==> src/rtl/decode_stage.sv <==
// Instruction decode stage: registers decoded fields/controls behind a
// valid/ready handshake and discards a fixed number of slots after a taken branch.
module decode_stage #(
    parameter int DATA_WIDTH  = 32,
    parameter int REG_ADDR_W  = 5,
    parameter int FLUSH_SLOTS = 1,
    localparam int IW = 7 + 2*REG_ADDR_W + DATA_WIDTH
) (
    input  logic                  clk,
    input  logic                  reset,
    input  logic                  in_valid,
    output logic                  in_ready,
    input  logic [IW-1:0]         instruction,
    input  logic                  Z,
    output logic                  out_valid,
    input  logic                  out_ready,
    output logic [4:0]            opcode,
    output logic [REG_ADDR_W-1:0] a_sel,
    output logic [REG_ADDR_W-1:0] dst,
    output logic [DATA_WIDTH-1:0] b_sel,
    output logic                  mux_b_addr,
    output logic                  ram_read_mux,
    output logic                  store_decoder,
    output logic                  ram_ena,
    output logic                  ram_wena,
    output logic                  register_load,
    output logic                  branch,
    output logic                  illegal,
    output logic                  flush_active
);

    localparam logic [4:0] OP_LD  = 5'h01;
    localparam logic [4:0] OP_ST  = 5'h02;
    localparam logic [4:0] OP_BZ  = 5'h10;
    localparam logic [4:0] OP_BNZ = 5'h11;
    localparam logic [4:0] OP_BRA = 5'h12;
    localparam logic [2:0] SLOTS  = 3'(FLUSH_SLOTS);

    typedef enum logic {RUN, FLUSH} state_t;

    state_t                  state, state_nx;
    logic [2:0]              cnt, cnt_nx;
    logic [4:0]              f_op;
    logic [1:0]              f_mode;
    logic [REG_ADDR_W-1:0]   f_a, f_dst;
    logic [DATA_WIDTH-1:0]   f_b;
    logic                    accept, load, is_alu, legal;
    logic d_mux, d_rmux, d_st, d_ena, d_wena, d_rl, d_br, d_ill;

    assign f_op   = instruction[IW-1 -: 5];
    assign f_mode = instruction[IW-6 -: 2];
    assign f_a    = instruction[IW-8 -: REG_ADDR_W];
    assign f_dst  = instruction[IW-8-REG_ADDR_W -: REG_ADDR_W];
    assign f_b    = instruction[DATA_WIDTH-1:0];

    assign in_ready     = reset && (!out_valid || out_ready);
    assign accept       = in_valid && in_ready;
    assign load         = accept && (state == RUN);
    assign flush_active = (state == FLUSH);

    assign is_alu = (f_op >= 5'h03) && (f_op <= 5'h0A);
    assign legal  = (f_mode != 2'b11) &&
                    (is_alu || f_op == OP_LD || f_op == OP_ST ||
                     f_op == OP_BZ || f_op == OP_BNZ || f_op == OP_BRA);

    always_comb begin
        d_mux  = 1'b0;
        d_rmux = 1'b0;
        d_st   = 1'b0;
        d_ena  = 1'b0;
        d_wena = 1'b0;
        d_rl   = 1'b0;
        d_br   = 1'b0;
        d_ill  = 1'b0;
        if (!legal) begin
            d_ill = 1'b1;
        end else begin
            unique case (1'b1)
                (f_op == OP_LD): begin
                    d_rl   = 1'b1;
                    d_ena  = (f_mode == 2'b01);
                    d_rmux = (f_mode == 2'b01);
                end
                (f_op == OP_ST): begin
                    d_ena  = 1'b1;
                    d_wena = 1'b1;
                    d_st   = 1'b1;
                end
                is_alu:           d_rl = 1'b1;
                (f_op == OP_BZ):  d_br = Z;
                (f_op == OP_BNZ): d_br = !Z;
                (f_op == OP_BRA): d_br = 1'b1;
                default: ;
            endcase
        end
        // illegal words become a NOP, so the B-mux select is suppressed too
        d_mux = (f_mode == 2'b10) && !d_ill;
    end

    always_ff @(posedge clk or negedge reset) begin
        if (!reset) begin
            out_valid     <= 1'b0;
            opcode        <= '0;
            a_sel         <= '0;
            dst           <= '0;
            b_sel         <= '0;
            mux_b_addr    <= 1'b0;
            ram_read_mux  <= 1'b0;
            store_decoder <= 1'b0;
            ram_ena       <= 1'b0;
            ram_wena      <= 1'b0;
            register_load <= 1'b0;
            branch        <= 1'b0;
            illegal       <= 1'b0;
        end else if (load) begin
            out_valid     <= 1'b1;
            opcode        <= f_op;
            a_sel         <= f_a;
            dst           <= f_dst;
            b_sel         <= f_b;
            mux_b_addr    <= d_mux;
            ram_read_mux  <= d_rmux;
            store_decoder <= d_st;
            ram_ena       <= d_ena;
            ram_wena      <= d_wena;
            register_load <= d_rl;
            branch        <= d_br;
            illegal       <= d_ill;
        end else if (out_ready) begin
            out_valid <= 1'b0;
        end
    end

    always_ff @(posedge clk or negedge reset) begin
        if (!reset) begin
            state <= RUN;
            cnt   <= '0;
        end else begin
            state <= state_nx;
            cnt   <= cnt_nx;
        end
    end

    always_comb begin
        state_nx = state;
        cnt_nx   = cnt;
        unique case (state)
            RUN: begin
                if (load && d_br && SLOTS != 3'd0) begin
                    state_nx = FLUSH;
                    cnt_nx   = SLOTS;
                end
            end
            FLUSH: begin
                if (accept) begin
                    cnt_nx = cnt - 3'd1;
                    if (cnt == 3'd1) state_nx = RUN;
                end
            end
            default: state_nx = RUN;
        endcase
    end

endmodule

==> config.mk <==
export PLATFORM = sky130hd
export DESIGN_NAME = decode_stage
export DESIGN_NICKNAME = d
export VERILOG_FILES = /design/src/rtl/decode_stage.sv
export SDC_FILE = /design/constraint.sdc
export NUM_CORES = 1
export LEC_CHECK = 0
export CAP_MARGIN = 5
export CORE_UTILIZATION = 30
export CTS_CLUSTER_DIAMETER = 150
export DETAILED_ROUTE_END_ITERATION = 8
export SLEW_MARGIN = 40
export SYNTH_ARGS = -nofsm -noshare
export SYNTH_HDL_FRONTEND = slang
export SYNTH_SLANG_ARGS = --single-unit
==> constraint.sdc <==
create_clock -name clk -period 2.5 [get_ports clk]
set_clock_uncertainty 0.2 [all_clocks]
set_input_delay 0.5 -clock clk [delete_from_list [all_inputs] [get_ports clk]]
set_output_delay 0.5 -clock clk [all_outputs]
set_load 0.03 [all_outputs]
* Word-level counts from Yosys, hierarchy flattened
Index checks and enable logic that the tools add are counted.
** Cells by class
- Bitwise operators :: 1
- Magnitude comparators :: 2
- Equal/unequal tests :: 11
- Reductions and logical operators :: 18
- Add/sub/neg operators :: 1
- Multiply operators :: 0
- Multiplexer cells :: 20
- Shift operators :: 0
- Div/mod/pow operators :: 0
** Operators with widths (number)
- equality test 5 bit, second input constant :: 3
- 2-to-1 mux 1 bit :: 14
- logical AND 1 bit :: 7
- logical OR 1 bit :: 6
- 2-to-1 mux 3 bit :: 2
- case mux 3 bit (2 select lines) :: 1
- equality test 5 x 1 -> 1 bit, second input constant :: 1
- equality test 5 x 2 -> 1 bit, second input constant :: 1
- greater-or-equal comparator 5 x 2 -> 1 bit, second input constant :: 1
- <= comparator 5 x 4 -> 1 bit, second input constant :: 1
- != test 2 x 1 -> 1 bit, second input constant :: 2
- case mux 1 bit (2 select lines) :: 2
- equality test 3 x 1 -> 1 bit, second input constant :: 1
- case mux 1 bit (3 select lines) :: 1
- subtractor 3 x 1 -> 3 bit, second input constant :: 1
- equality test 2 x 1 -> 1 bit, second input constant :: 1
- equality test 2 bit, second input constant :: 1
- zero test 1 bit :: 2
- != test 2 bit, second input constant :: 1
- AND reduction 2 bit :: 1
- nonzero test 2 bit :: 1
- OR reduction 2 bit :: 1
- inverter 1 bit :: 1
** Storage, ports and cells
- Bits in writable memories :: 0
- Latch bits :: 0
- Register bits after elaboration :: 59
- Bits of input ports :: 54
- Word-level logic and storage cells :: 67
- Memories :: 0
- Memory bits (read-only) :: 0

* Longest topological paths before layout
- Word-level depth :: 12
- Depth in mapped cells :: 6
- Mapped depth without buffers :: 5

* Worst setup path after synthesis
Ideal clock, no wire load.
- Path type :: register to register
- Start point :: reg out_valid
- End point :: reg register_load
- Clock period less this slack :: 1721 ps
- Arrival time :: 1403 ps
- Setup slack :: 779 ps
- Data required time :: 2181 ps
- Path buffers :: 2
- Cell stages (with the launch flop) :: 7
- Path through :: dfrtp_1 nor2b_4 or3_4 buf_6 buf_6 nand2_1 nand2_1
** On the way
- Cells in the longest elaborated chain, start to end :: 5
** RTL lines
- from (decl) :: line 15 : output logic out_valid,
- from (signal assigned) :: line 102 : out_valid <= 1'b0;
- from (signal assigned) :: line 116 : out_valid <= 1'b1;
- from (signal assigned) :: line 130 : out_valid <= 1'b0;
- zero test 1 bit :: line 56 : assign in_ready = reset && (!out_valid || out_ready);
- logical OR 1 bit :: line 56
- logical AND 1 bit :: line 56
- logical AND 1 bit :: line 57 : assign accept = in_valid && in_ready;
- logical AND 1 bit :: line 58 : assign load = accept && (state == RUN);
- to (signal assigned) :: line 126 : register_load <= d_rl;
- to (decl) :: line 26 : output logic register_load,
No other way between the ends.
A chain may end at the register's enable or synchronous reset.

* Worst setup path in the final report
- Start point :: reg state (netlist: flush_active)
- End point :: out flush_active
** RTL lines
- from (decl) :: line 41 : state_t state, state_nx;
- from (signal assigned) :: line 139 : state <= state_nx;
- to (decl) :: line 29 : output logic flush_active
No word-level cell between the ends.

==> run summary <==
The worst vdd rail ir drop is 0.492 mV. The synthesized cell area is 0.00244 mm^2, and the required time of the critical path is 1.80 ns. The clock reaches the later pin of the worst-skew pair after 0.33 ns. The logs give 0.00148 mm^2 for the storage element area and 268 for the instance count of the mapped netlist. Post-synth net total: 324.

In this run the worst hold path is classified as primary input to asynchronous set/reset pin. The logs give 0 for the number of inserted diodes and 31.3% for the starting density of the core. In this run the vertical extent of the chip is 92.2 um. The largest single stage delay on the critical path is 0.72 ns. The startpoint-to-endpoint class of the critical path was register to output pin. The run finished with clean final reports.

The post-synthesis sequential element count was 59; the placed wire-length estimate after detailed placement was 4150 um. The share of the yosys chip area belonging to registers was 60.5%. The top cell types in the final layout, fill and taps aside, are nand2_1, clkdlybuf4s50_1, dfrtp_1.

In this run, post-CTS repair resized a total of 0 instances. Buffers placed on the I/O ports in this run total 111. Hold violation count in the final report: 0. After detailed routing, the average wire length per cell comes to 12.4 um. The first TritonRoute pass finished after 4 iterations. The die area is 0.00850 mm^2, and the number of endpoints failing setup at the final stage is 0. During synthesis, Yosys emitted a total of 0 warnings.

The first global-routing pass estimated 10100 um of wire. The signal arrival time at the worst endpoint was 1.53 ns. The maximum number of pins on one net before global-route repair was 60; the maximum fanout along the worst path was 7.

Setup repair after global routing left no endpoint under its margin. For this run, the total global-route usage over all layers was measured as 15.3%. Total power per unit cell area: 1280 mW/mm^2.

The largest delay contributor family on the critical path was buffers and inverters. Hold repair after CTS inserted 0 buffers. The run gives 59.5% as the headroom to the max-slew limit. Walking the worst path, the cells encountered are clkdlybuf4s50_1. STA classifies the critical path startpoint as a register.

In this run the deepest clock path goes through 2 buffers. The H-tree generated during clock tree synthesis spans 3 levels. Aggregate negative setup slack: 0 ns. The routed wire length was 6040 um; the minimum period implied by the final worst setup slack was 2.23 ns.

The initialized floorplan defines 32 standard-cell rows. The number of clock sinks seen by CTS is 59, and the number of remaining DRC errors is 0. The post-detailed-route via-to-cell ratio is 4.36, and the number of post-CTS setup repair buffers is 0. The biggest area contributor in the post-synthesis netlist is dfrtp_1. For this run, the share of the core covered by cells in the final layout is 49.2%.

The share of synthesized area in the top cell type comes to 60.5%. The tools report the TritonCTS buffer count as 9. For this design the static power due to leakage is 0.00183 uW. The via count of the first global-routing pass was 2089. The worst-path cell with the longest stage delay was clkdlybuf4s50_1. At the pin with the least slew margin, the transition time is 0.608 ns. Ranked by total cell area, the synthesized netlist is headed by dfrtp_1, nand2_1, buf_6. Derived from the worst setup path, the maximum achievable clock frequency is 449 MHz. After clock tree synthesis, the clock-pin slew on the worst setup and hold paths is 0.07 ns. For this run the aggregate overflow at the end of global routing stands at 0. 112 I/O pins were placed. The average cell area after synthesis is 9.11 um^2. Counting the fill cells in the layout gives 781. The count of nets left with antenna violations once routing finished came out at 0.

The library cell used most frequently in the layout, excluding fill and tap cells, is nand2_1. The tools report the reported max-cap violation count as 0. The area growth from synthesis to final layout is 57.3%, and the post-route fraction of the period consumed by the critical path is 89.1%. The number of library cell types mapped by synthesis came out at 29. The tools report the DRC marker count from the first detailed-route iteration as 111. TritonCTS built the clock tree. The core region is 0.00781 mm^2. In the final layout, the share of cells above drive strength 1 is 6.46%.

Routability-driven placement finished with a final weighted congestion of 0.745. The final layout contains 438 nets. In this run the horizontal extent of the chip is 92.2 um. Summing all multi-input logic gate instances after layout gives 856 um^2. For the initial antenna violation count, the log shows 0. The final number of max-transition violations came out at 0. The root cell of the clock tree is clkbuf_8. The total via count in the routed design was 2132.

The number of buffers and inverters on the critical path works out to 1. Sort of element at the end of the critical path: an output pin.
==> through the flow <==
step / power, uW / worst slack [ns] / cell area, um^2 / hold slack, ns / std cells
2_1_floorplan: 2920 / 0.779 / 2440 / 0.00441 / 268
3_3_place_gp: 3930 / 0.189 / 3610 / 0.257 / 473
3_5_place_dp: 3960 / 0.166 / 3610 / 0.262 / 473
4_1_cts: 4970 / 0.246 / 3840 / 0.200 / 489
5_1_grt: 5200 / 0.201 / 3840 / 0.128 / 489
6_report: 4900 / 0.273 / 3840 / 0.0812 / 489
==> Yosys cell counts <==
library cell,n
a211oi_1,1
a21o_1,1
a21oi_1,1
a22oi_1,1
a31oi_1,1
a41oi_1,1
and2_1,1
and4b_1,1
buf_2,6
buf_4,1
buf_6,5
dfrtp_1,59
ha_1,2
inv_1,4
mux2_2,1
nand2_1,155
nand2b_1,1
nand3_1,2
nand4b_1,2
nor2_1,5
nor2b_4,1
nor3_1,2
nor3_4,1
nor4b_1,2
o21a_1,1
o21ai_0,7
o22ai_1,1
o41ai_1,1
or3_4,1
==> final cells by class <==
type,instances,share of cell area (%)
Sequential cell,59,38.4
Timing Repair Buffer,115,29.6
Multi-Input combinational cell,193,22.3
Clock buffer,12,4.04
Tap cell,102,3.32
Clock inverter,4,1.89
Inverter,4,0.391
==> path summary, 6_finish.rpt <==
check	startpoint	endpoint	slack (ns)	depth (start not counted)
min in group clk	a_sel[0]	a_sel[0]	0.28	2
setup / recovery	flush_active	flush_active	0.27	1
hold reg to reg	a_sel[0]	a_sel[0]	0.28	2
setup reg to reg	out_valid	ram_read_mux	0.73	4
max in group asynchronous	reset	opcode[4]	1.64	2
hold / removal	reset	cnt[2]	0.08	2
==> metal layers <==
layer | vias up | routed length [um] | GRT usage, %
met3 | 8 | 468 | 4.31
met2 | 85 | 2790 | 23.9
met4 | 0 | 78 | 7.03
met5 | - | 0 | 0
li1 | 1066 | - | -
met1 | 973 | 2710 | 19.5
==> power breakdown <==
part / internal, uW / total [uW] / switching, uW
clock network: 614 / 975 / 361
logic: 958 / 2320 / 1370
registers: 1370 / 1600 / 225
==> registers in the layout, summed over array words and instances, names as in the netlist, 3 cells and up <==
name and cells:
opcode 5, a_sel 5, b_sel 32, dst 5, cnt 3
==> worst register-to-register path: cells and delay by family, from the launching register on <==
family | cells | cell delay [ns]
AOI/OAI and AO/OA | 1 | 0.09
DFF | 1 | 0.40
and+or+nand+nor | 3 | 0.95
==> cells by family (layout without fill, tap and decap cells) <==
logic type,after synthesis,count (layout),synth area share (%)
fa+ha+maj,2,2,1.02
buf+inv,16,135,4.46
compound gates,16,16,4.10
mux,1,1,0.461
simple gates,174,174,29.5
flops,59,59,60.5
Power figures use the tool's default switching activity.
